<file path="config.mk">
export PLATFORM = sky130hd
export DESIGN_NAME = hazard_ctrl
export DESIGN_NICKNAME = d
export VERILOG_FILES = /design/src/rtl/hazard_ctrl.sv
export SDC_FILE = /design/constraint.sdc
export NUM_CORES = 1
export LEC_CHECK = 0
export ABC_AREA = 1
export CAP_MARGIN = 40
export CORE_ASPECT_RATIO = 0.8
export CORE_UTILIZATION = 36
export DETAILED_ROUTE_END_ITERATION = 8
export PLACE_DENSITY = 0.85
export SYNTH_ARGS = -nofsm -noshare
export SYNTH_HDL_FRONTEND = slang
export SYNTH_SLANG_ARGS = --single-unit
</file>
<file path="constraint.sdc">
create_clock -name clk_i -period 1.9 [get_ports clk_i]
set_clock_uncertainty 0.2 [all_clocks]
set_input_delay 0.38 -clock clk_i [delete_from_list [all_inputs] [get_ports clk_i]]
set_output_delay 0.38 -clock clk_i [all_outputs]
set_load 0.02 [all_outputs]
</file>
<file path="src/rtl/hazard_ctrl.sv">
// Pipeline hazard controller: load-use stall, taken-branch flush, data-memory wait/timeout.
// Optional statistics counters are enabled by defining HAZARD_CTRL_STATS_EN.
module hazard_ctrl #(
    parameter int unsigned WAIT_MAX = 255
) (
    input  logic        clk_i,
    input  logic        rst_i,
    input  logic        IDEX_MemRead_i,
    input  logic [4:0]  IDEX_Rd_i,
    input  logic [4:0]  IFID_Rs1_i,
    input  logic [4:0]  IFID_Rs2_i,
    input  logic        Branch_Taken_i,
    input  logic        Mem_Req_i,
    input  logic        Mem_Ack_i,
    output logic        PC_Write_o,
    output logic        IFID_Write_o,
    output logic        IDEX_Write_o,
    output logic        IDEX_Bubble_o,
    output logic        IFID_Flush_o,
    output logic        EXMEM_Hold_o,
    output logic        MEMWB_Bubble_o,
    output logic [1:0]  State_o,
    output logic        Mem_Timeout_o,
    output logic [31:0] Stall_Cnt_o,
    output logic [31:0] Flush_Cnt_o
);

    typedef enum logic [1:0] {
        ST_RUN      = 2'b00,
        ST_MEM_WAIT = 2'b01,
        ST_HALT     = 2'b10,
        ST_BAD      = 2'b11
    } state_e;

    localparam logic [7:0] WAIT_LAST = 8'(WAIT_MAX - 1);

    state_e     state_q, state_d;
    logic [7:0] wait_cnt_q, wait_cnt_d;
    logic       load_use;
    logic       freeze;

    assign load_use = IDEX_MemRead_i && (IDEX_Rd_i != 5'd0) &&
                      ((IDEX_Rd_i == IFID_Rs1_i) || (IDEX_Rd_i == IFID_Rs2_i));

    always_comb begin
        state_d    = state_q;
        wait_cnt_d = wait_cnt_q;
        freeze     = 1'b0;
        case (state_q)
            ST_RUN: begin
                if (Mem_Req_i && !Mem_Ack_i) begin
                    freeze     = 1'b1;
                    state_d    = ST_MEM_WAIT;
                    wait_cnt_d = 8'd0;
                end
            end
            ST_MEM_WAIT: begin
                if (Mem_Ack_i) begin
                    state_d = ST_RUN;
                end else begin
                    freeze = 1'b1;
                    if (wait_cnt_q == WAIT_LAST) state_d = ST_HALT;
                    else                         wait_cnt_d = wait_cnt_q + 8'd1;
                end
            end
            default: begin
                // HALT is sticky; the unused encoding falls into it as well
                freeze  = 1'b1;
                state_d = ST_HALT;
            end
        endcase
    end

    always_comb begin
        PC_Write_o     = 1'b1;
        IFID_Write_o   = 1'b1;
        IDEX_Write_o   = 1'b1;
        IDEX_Bubble_o  = 1'b0;
        IFID_Flush_o   = 1'b0;
        EXMEM_Hold_o   = 1'b0;
        MEMWB_Bubble_o = 1'b0;
        State_o        = state_q;
        Mem_Timeout_o  = (state_q == ST_HALT);
        if (!rst_i) begin
            PC_Write_o     = 1'b0;
            IFID_Write_o   = 1'b0;
            IDEX_Write_o   = 1'b0;
            IDEX_Bubble_o  = 1'b1;
            IFID_Flush_o   = 1'b1;
            MEMWB_Bubble_o = 1'b1;
            State_o        = ST_RUN;
            Mem_Timeout_o  = 1'b0;
        end else if (freeze) begin
            PC_Write_o     = 1'b0;
            IFID_Write_o   = 1'b0;
            IDEX_Write_o   = 1'b0;
            EXMEM_Hold_o   = 1'b1;
            MEMWB_Bubble_o = 1'b1;
        end else if (load_use) begin
            // a stall beats a taken branch; the branch resolves again next cycle
            PC_Write_o    = 1'b0;
            IFID_Write_o  = 1'b0;
            IDEX_Bubble_o = 1'b1;
        end else if (Branch_Taken_i) begin
            IFID_Flush_o = 1'b1;
        end
    end

    always_ff @(posedge clk_i) begin
        if (!rst_i) begin
            state_q    <= ST_RUN;
            wait_cnt_q <= 8'd0;
        end else begin
            state_q    <= state_d;
            wait_cnt_q <= wait_cnt_d;
        end
    end

`ifdef HAZARD_CTRL_STATS_EN
    logic [31:0] stall_cnt_q, stall_cnt_d;
    logic [31:0] flush_cnt_q, flush_cnt_d;

    always_comb begin
        stall_cnt_d = stall_cnt_q;
        flush_cnt_d = flush_cnt_q;
        if (!PC_Write_o && stall_cnt_q != 32'hFFFF_FFFF) stall_cnt_d = stall_cnt_q + 32'd1;
        if (IFID_Flush_o && flush_cnt_q != 32'hFFFF_FFFF) flush_cnt_d = flush_cnt_q + 32'd1;
    end

    always_ff @(posedge clk_i) begin
        if (!rst_i) begin
            stall_cnt_q <= 32'd0;
            flush_cnt_q <= 32'd0;
        end else begin
            stall_cnt_q <= stall_cnt_d;
            flush_cnt_q <= flush_cnt_d;
        end
    end

    assign Stall_Cnt_o = stall_cnt_q;
    assign Flush_Cnt_o = flush_cnt_q;
`else
    assign Stall_Cnt_o = 32'd0;
    assign Flush_Cnt_o = 32'd0;
`endif

endmodule
</file>
# Yosys cells after proc, flatten, opt, wreduce, memory -nomap -nowiden
# Index checks and enable logic that the tools add are counted.
[word_totals]
reg_bits = 10
latch_bits = 0
ramBits = 0
rom_bits = 0
inputBits = 21
out_inout_bits = 74
elab_cells = 50
n_memories = 0
[classes]
n_addsub = 1
mul = 0
n_div = 0
order_cmp = 0
eq_ne = 9
shift = 0
muxes = 28
bitwise = 0
n_reduce_logical = 10
[op_table]
columns = ["operator", "n"]
rows = [
  ["$mux W8", 3],
  ["$mux W1", 18],
  ["$pmux W8 S2", 1],
  ["$eq A5 B5 Y1", 2],
  ["$add A8 B1 Y8 const B", 1],
  ["$eq A8 B8 Y1 const B", 1],
  ["$mux W2", 4],
  ["$ne A2 B2 Y1 const B", 3],
  ["$reduce_bool A5 Y1", 1],
  ["$pmux W2 S2", 1],
  ["$reduce_and A4 Y1", 1],
  ["$logic_and A1 B1 Y1", 3],
  ["$ne A3 B3 Y1 const B", 1],
  ["$eq A2 B1 Y1 const B", 1],
  ["$eq A2 B2 Y1 const B", 1],
  ["$logic_not A2 Y1", 1],
  ["$pmux W1 S2", 1],
  ["$reduce_and A2 Y1", 1],
  ["$reduce_bool A2 Y1", 1],
  ["$logic_not A1 Y1", 1],
  ["$logic_or A1 B1 Y1", 1],
]

# Logic depth before layout (Yosys ltp)
# Gate-level depths: netlist (run 1).
[depth]
word_depth = 6
ltp_mapped = 10
ltp_nobuf = 9

# Worst setup path before layout (run 1)
# OpenSTA, ideal clock, no wires.
[synth_path]
path_type = "input to output"
from = "input port Mem_Ack_i"
to = "output port PC_Write_o"
arrival_time_ns = 1.506
required_time_ns = 1.320
setup_slack_ns = -0.186
cell_stages = 9
path_buffers = 1
cell_sequence = "inv_1 > nand3_2 > nand2_2 > nor2_2 > inv_2 > nor2_4 > inv_2 > a21oi_2 > buf_4"
[synth_via]
elab_chain_cells = 6
elab_cells_between_ends = 7
cone_classes = "5 x mux; 2 x reduce/logical"
[synth_lines]
columns = ["element", "line_no", "text"]
rows = [
  ["start: declaration", "14", "input logic Mem_Ack_i,"],
  ["$logic_not A1 Y1", "51", "if (Mem_Req_i && !Mem_Ack_i) begin"],
  ["$logic_and A1 B1 Y1", "51", ""],
  ["$mux W1", "51", ""],
  ["$pmux W1 S2 *", "49", "case (state_q)"],
  ["$mux W1 * (2 in series)", "--", ""],
  ["end: declaration", "15", "output logic PC_Write_o,"],
]
# Every way passes the cells marked *; elsewhere a longest branch is shown, timed or not.

# Final worst setup path (run 1)
[layout_path]
from = "input port IDEX_Rd_i[4]"
to = "output port IFID_Write_o"
[layout_via]
elab_chain_cells = 6
elab_cells_between_ends = 9
cone_classes = "2 x eq/ne; 3 x mux; 4 x reduce/logical"
[layout_lines]
columns = ["element", "line_no", "text"]
rows = [
  ["start: declaration", "9", "input logic [4:0] IDEX_Rd_i,"],
  ["$eq A5 B5 Y1 or $reduce_bool A5 Y1 (tied branches)", "43, 42", ""],
  ["$logic_or A1 B1 Y1 or $logic_and A1 B1 Y1 (tied branches)", "43, 42", ""],
  ["$logic_and A1 B1 Y1 *", "42", "assign load_use = IDEX_MemRead_i && (IDEX_Rd_i != 5'd0) &&"],
  ["$mux W1 *", "99", "end else if (load_use) begin"],
  ["$mux W1 *", "93", "end else if (freeze) begin"],
  ["$mux W1 *", "84", "if (!rst_i) begin"],
  ["end: declaration", "16", "output logic IFID_Write_o,"],
]
# Marked as above.

==> reports/results.txt, run 1 <==
Post-synth EDFFs: 0
GP Congestion: 0.8216
Pwr dens: 487.2 nW/µm²
Iteration-0 DRC Markers: 35
Met3 WL post-DR: 155 µm
Post-route ant nets: 0
Crit-path max FO: 3
Synth async-reset ratio: 0
Met1 WL: 1190 µm
Residual DRC count: 0
Unrepaired setup endpoints after global routing: true
# IOs: 95
Hold slack: 0.2947 ns
Final wirelength: 2811 µm
Core footprint: 3590 µm²
Nets: 286
Avg Cell Area, Syn: 6.475 µm²
Die footprint: 4159 µm²
Crit. End Element: output port
Fin crit period: 1.993 ns
Die height: 57.88 µm
GR Overflow Total: 0
Reg2reg path depth: 11
Status: finished with violations
Starting Density: 0.3914
Global-route wire length before repair: 4678 µm
Post-synthesis sequential area ratio: 0.1425
DPL Wire Length: 2328 µm
Final core utilization: 0.4601
Die width: 71.85 µm
Pin count of the biggest net entering global routing: 8
Initial antenna violation count: 0
Failing checks: negative setup slack
Reg-to-Reg End: wait_cnt_q[5]$_SDFFE_PN0P_
Core Rows: 19
Final worst setup slack: -0.09346 ns
Antenna Cells: 0
Tcrit/Tclk final: 1.049
P_leak: 0.9628 nW
Vias per cell: 3.847
Global-route usage over all layers: 0.1474
Max-slew violations: 0
Vias in the first global route: 1034
Max VDD drop: 0.0002794 V
CP Launch Type: primary input
R2r startpoint: state_q[0]$_SDFFE_PN0P_
CP Class: in2out
TritonCTS buffer count: 3
Synth unique cells: 29
Flop and latch count out of synthesis: 10
R2R setup slack: 0.38 ns
Clock transition at the registers of the reported paths: 0.05 ns
# Max-Cap Violations: 0
Final count of hold timing violations: 0
Area Growth Syn to Fin: 17.54%
Detailed Routing Iterations Pass 1: 4
Top Layer Used: met4
DR WL/cell: 8.952 µm
Layout cell share with drive strength beyond 1: 0.2595
Post-Syn Area: 1405 µm²
CP endpoint: IFID_Write_o
Clock Latency Late Sink: 0.24 ns
Yosys Warn Count: 0
Endpoints failing setup: 6
CTS tree: built
Port bufs: 30
Critical path arrival: 1.41 ns
Via count: 1208
Clock Tree Buf Depth: 2
Main synth FF type: dfxtp_1
Max Clk Rate: 501.6 MHz
# H-tree levels: 1
Worst hold path type: reg2reg
CTS sink cnt: 10
Met2 routed WL: 1397 µm
CP Launch Point: IDEX_Rd_i[4]
Clock root buffer: clkbuf_8
CTS Hold Buffers Added: 0
Syn Inst Count: 217
Req. time, crit path: 1.32 ns
## timing repair
action	in CTS	in global routing
setup buffers	0	2
pin swaps	18	4
gates cloned	0	0
endpoints found under the setup margin	10	7
gates resized for setup	86	5
## registers in the layout, indices dropped and copies added (netlist names)
name / cells
wait_cnt_q: 8
state_q: 2
## per-layer routing
layer	global-route usage	vias up
li1	-	619
met5	0	-
met2	0.2439	53
met1	0.1818	530
met3	0.03304	6
met4	0.07283	0
## area by class of cell
type                            instances  area (µm²)
Timing Repair Buffer                   44       346.6
Clock buffer                            4       55.05
Fill cell                             369        1938
Inverter                               31       135.1
Multi-Input combinational cell        173       844.6
Sequential cell                        10       205.2
Tap cell                               52       65.06
## how the worst min path moves through the flow
stage | from | end | slack (ns) | cells past startpoint
floorplan | wait_cnt_q[0]$_SDFFE_PN0P_ | wait_cnt_q[0]$_SDFFE_PN0P_ | 0.25 | 1
global placement | wait_cnt_q[6]$_SDFFE_PN0P_ | wait_cnt_q[6]$_SDFFE_PN0P_ | 0.28 | 2
detailed placement | wait_cnt_q[7]$_SDFFE_PN0P_ | wait_cnt_q[7]$_SDFFE_PN0P_ | 0.29 | 2
CTS | wait_cnt_q[7]$_SDFFE_PN0P_ | wait_cnt_q[7]$_SDFFE_PN0P_ | 0.30 | 2
global route | wait_cnt_q[7]$_SDFFE_PN0P_ | wait_cnt_q[7]$_SDFFE_PN0P_ | 0.32 | 2
finish | wait_cnt_q[7]$_SDFFE_PN0P_ | wait_cnt_q[7]$_SDFFE_PN0P_ | 0.29 | 2
## kinds of logic after synthesis
logic type | share of synthesized area
AO/OA/AOI/OAI | 0.06500
XOR/XNOR | 0.01870
adder cells (fa/ha/maj) | 0.01781
buffers and inverters | 0.4479
flip-flops | 0.1425
other | 0.002669
AND/OR/NAND/NOR | 0.3054
## cells in the final DEF, fill, tap and decap left out, types with 4 or more instances in the layout
master,instances
buf_4,14
nand3_1,6
inv_1,22
nand2_1,47
clkdlybuf4s15_1,4
buf_6,4
nor2_2,4
dlygate4sd2_1,8
conb_1,64
nor2_1,14
dfxtp_1,8
buf_2,8
nand2_2,7
inv_2,5
clkbuf_8,4
## power by group
part           switching, mW  internal [mW]  leakage, nW
combinational          0.219         0.0943        0.852
clock                 0.0944          0.183       0.0288
sequential           0.00266          0.211       0.0820
## critical path, stage by stage
cell and delay, ns:
dlygate4sd2_1 0.27, xnor2_1 0.13, nand3_1 0.11, nand2_2 0.09, buf_6 0.13, a21oi_4 0.16, buf_6 0.14
## cell usage after synthesis (3+ instances only)
cell type	instances	area, µm²
nor2_2	3	18.77
nand2_1	48	180.2
nand2_2	7	43.79
o21ai_0	3	15.01
inv_1	27	101.4
a21oi_2	3	26.28
nand4_1	3	18.77
nand3_1	6	30.03
dfxtp_1	10	200.2
buf_4	65	488.0
nor2_1	16	60.06
## stage by stage
step | instance area, µm² | cells | power [mW] | setup slack (ns) | setup TNS [ns]
3_5_place_dp | 1633 | 308 | 0.5382 | -0.8965 | -6.894
5_1_grt | 1652 | 314 | 0.8491 | -0.1927 | -0.8988
4_1_cts | 1645 | 312 | 0.8054 | -0.08342 | -0.3079
6_report | 1652 | 314 | 0.8046 | -0.09346 | -0.3296
3_3_place_gp | 1633 | 308 | 0.5331 | -0.8283 | -6.606
2_1_floorplan | 1680 | 280 | 0.5382 | -0.05505 | -0.05505
No activity file was read; power rests on OpenSTA's default activity.
==> run 2: changes to the inputs <==
--- a/config.mk
+++ b/config.mk
@@ -8,9 +8,9 @@
 export ABC_AREA = 1
 export CAP_MARGIN = 40
 export CORE_ASPECT_RATIO = 0.8
-export CORE_UTILIZATION = 36
+export CORE_UTILIZATION = 39
 export DETAILED_ROUTE_END_ITERATION = 8
-export PLACE_DENSITY = 0.85
+export PLACE_DENSITY = 0.91
 export SYNTH_ARGS = -nofsm -noshare
 export SYNTH_HDL_FRONTEND = slang
 export SYNTH_SLANG_ARGS = --single-unit
==> constraint.sdc (replaced) <==
create_clock -name clk_i -period 2.5 [get_ports clk_i]
set_clock_uncertainty 0.2 [all_clocks]
set_input_delay 0.5 -clock clk_i [delete_from_list [all_inputs] [get_ports clk_i]]
set_output_delay 0.5 -clock clk_i [all_outputs]
set_load 0.02 [all_outputs]
==> reports/results.txt, run 2 (same netlist as run 1, synthesis figures left out) <==
Met3 WL post-DR: 156 µm (+0.65%)
Via count: 1194 (-1.2%)
Worst hold path type: reg2reg
CTS tree: built
CP Launch Point: rst_i
CP Class: in2out
Reg2reg path depth: 12 (+1)
Post-route ant nets: 0 (unchanged)
Port bufs: 30 (unchanged)
GR Overflow Total: 0 (unchanged)
Core footprint: 3447 µm² (-4.0%)
Clock Tree Buf Depth: 2 (unchanged)
Die width: 69.11 µm (-3.8%)
Tcrit/Tclk final: 0.9740
Die height: 55.69 µm (-3.8%)
Die footprint: 3848 µm² (-7.5%)
Endpoints failing setup: 0 (-6)
Top flop regs: wait_cnt_q (8), state_q (2)
Pwr dens: 344.7 nW/µm² (-29%)
Dpl ws: -0.4776 ns (+0.4190 ns)
Global-route wire length before repair: 4464 µm (-4.6%)
R2r startpoint: state_q[0]$_SDFFE_PN0P_
Antenna Cells: 0 (unchanged)
CP Launch Type: primary input
Reg-to-Reg End: wait_cnt_q[5]$_SDFFE_PN0P_
P_leak: 0.9952 nW (+3.4%)
Most frequent cells in the layout: conb_1, nand2_1, inv_1, buf_4, nor2_1
Vias per cell: 3.941 (+2.4%)
Met2 routed WL: 1412 µm (+1.1%)
Crit-path max FO: 3 (unchanged)
Clock root buffer: clkbuf_8
Req. time, crit path: 1.80 ns (+0.48 ns)
Final count of hold timing violations: 0 (unchanged)
Top Layer Used: met4
CP endpoint: MEMWB_Bubble_o
Final worst setup slack: 0.06491 ns (+0.1584 ns)
Max reg flops: 8 (unchanged)
Detailed Routing Iterations Pass 1: 4 (unchanged)
Layout cell share with drive strength beyond 1: 0.2146 (-0.04498)
Commonest non-fill, non-tap cell in the layout: conb_1
Unrepaired setup endpoints after global routing: true
TritonCTS buffer count: 3 (unchanged)
Initial antenna violation count: 0 (unchanged)
CTS sink cnt: 10 (unchanged)
# IOs: 95 (unchanged)
Clock transition at the registers of the reported paths: 0.05 ns (about the same)
# Max-Cap Violations: 0 (unchanged)
# H-tree levels: 1 (unchanged)
Top reg by flops: wait_cnt_q
Iteration-0 DRC Markers: 43 (+23%)
R2R setup slack: 0.77 ns (+0.39 ns)
Met1 WL: 1163 µm (-2.3%)
Power Total: 0.5711 mW (-29%)
Fin crit period: 2.435 ns
Max VDD drop: 0.0001500 V (-46%)
Crit. End Element: output port
Vias in the first global route: 1013 (-2.0%)
Residual DRC count: 0 (unchanged)
Nets: 286 (unchanged)
Core Rows: 19 (unchanged)
GP Congestion: 0.9072 (+10%)
Area Growth Syn to Fin: 17.90%
Max-slew violations: 0 (unchanged)
DPL Wire Length: 2229 µm (-4.2%)
Status: complete, no violations
Starting Density: 0.4076 (+0.01620)
Max Clk Rate: 410.7 MHz
Global-route usage over all layers: 0.1419 (-0.005490)
Final wirelength: 2747 µm (-2.3%)
Pin count of the biggest net entering global routing: 8 (unchanged)
DR WL/cell: 9.066 µm (+1.3%)
Clock Latency Late Sink: 0.23 ns (about the same)
Critical path arrival: 1.74 ns (+0.33 ns)
## run 2: cell types whose count changed in the layout (fill, tap and decap cells not counted), moves of 3 or more
cell,change
clkdlybuf4s15_1,-4
dlygate4sd2_1,+3
clkbuf_2,-3
dlymetal6s2s_1,+5
clkdlybuf4s50_1,+8
buf_2,-6
## run 2: report_power, final
group	switching, mW	total, mW	internal, mW
registers	0.00201	0.164	0.162
clock network	0.0601	0.165	0.105
logic	0.164	0.242	0.0781
## run 2: worst min path at each step
| stage | from | end | slack, ns | cells past startpoint |
|---|---|---|---|---|
| 6_report | wait_cnt_q[0]$_SDFFE_PN0P_ | wait_cnt_q[0]$_SDFFE_PN0P_ | 0.28 | 1 |
| 5_1_grt | wait_cnt_q[0]$_SDFFE_PN0P_ | wait_cnt_q[0]$_SDFFE_PN0P_ | 0.31 | 1 |
| 4_1_cts | wait_cnt_q[0]$_SDFFE_PN0P_ | wait_cnt_q[0]$_SDFFE_PN0P_ | 0.29 | 1 |
| 3_5_place_dp | wait_cnt_q[0]$_SDFFE_PN0P_ | wait_cnt_q[0]$_SDFFE_PN0P_ | 0.28 | 1 |
| 3_3_place_gp | wait_cnt_q[0]$_SDFFE_PN0P_ | wait_cnt_q[0]$_SDFFE_PN0P_ | 0.27 | 1 |
| 2_1_floorplan | wait_cnt_q[0]$_SDFFE_PN0P_ | wait_cnt_q[0]$_SDFFE_PN0P_ | 0.25 | 1 |
## run 2: worst max-delay path: stages
cell	delay [ns]
clkdlybuf4s50_1	0.48
bufinv_8	0.19
nor2_4	0.09
inv_2	0.05
buf_4	0.12
dlygate4sd2_1	0.31
## run 2: final cells by class
cell class	count	area [µm²]
clock buffers	3	41.29
fillers	340	1790
inverters	31	130.1
multi-input cells	173	834.6
flip-flops and latches	10	201.4
well taps	42	52.55
repair buffers	44	396.6
## run 2: metrics by stage
stage	utilization	std cells	instance area (µm²)	setup TNS (ns)	hold slack, ns
CTS	0.4704	303	1622	0	0.2854
global placement	0.4555	296	1570	-2.972	0.2714
floorplan	-	280	1642	0	0.2506
global route	0.4806	303	1657	-0.02394	0.3103
detailed placement	0.4555	296	1570	-3.144	0.2771
finish	0.4806	303	1657	0	0.2794
## run 2: timing repair
action | CTS | global route
gates resized for setup | 35 | 13
hold buffers | 0 | 0
buffers inserted | 4 | 0
endpoints found under the setup margin | 10 | 5
pin swaps | 6 | 5
## run 2: metal layers
metal / track usage / up-vias
li1: - / 616
met1: 0.1713 / 523
met2: 0.2580 / 53
met3: 0.02717 / 2
met4: 0.03499 / 0
met5: 0 / -
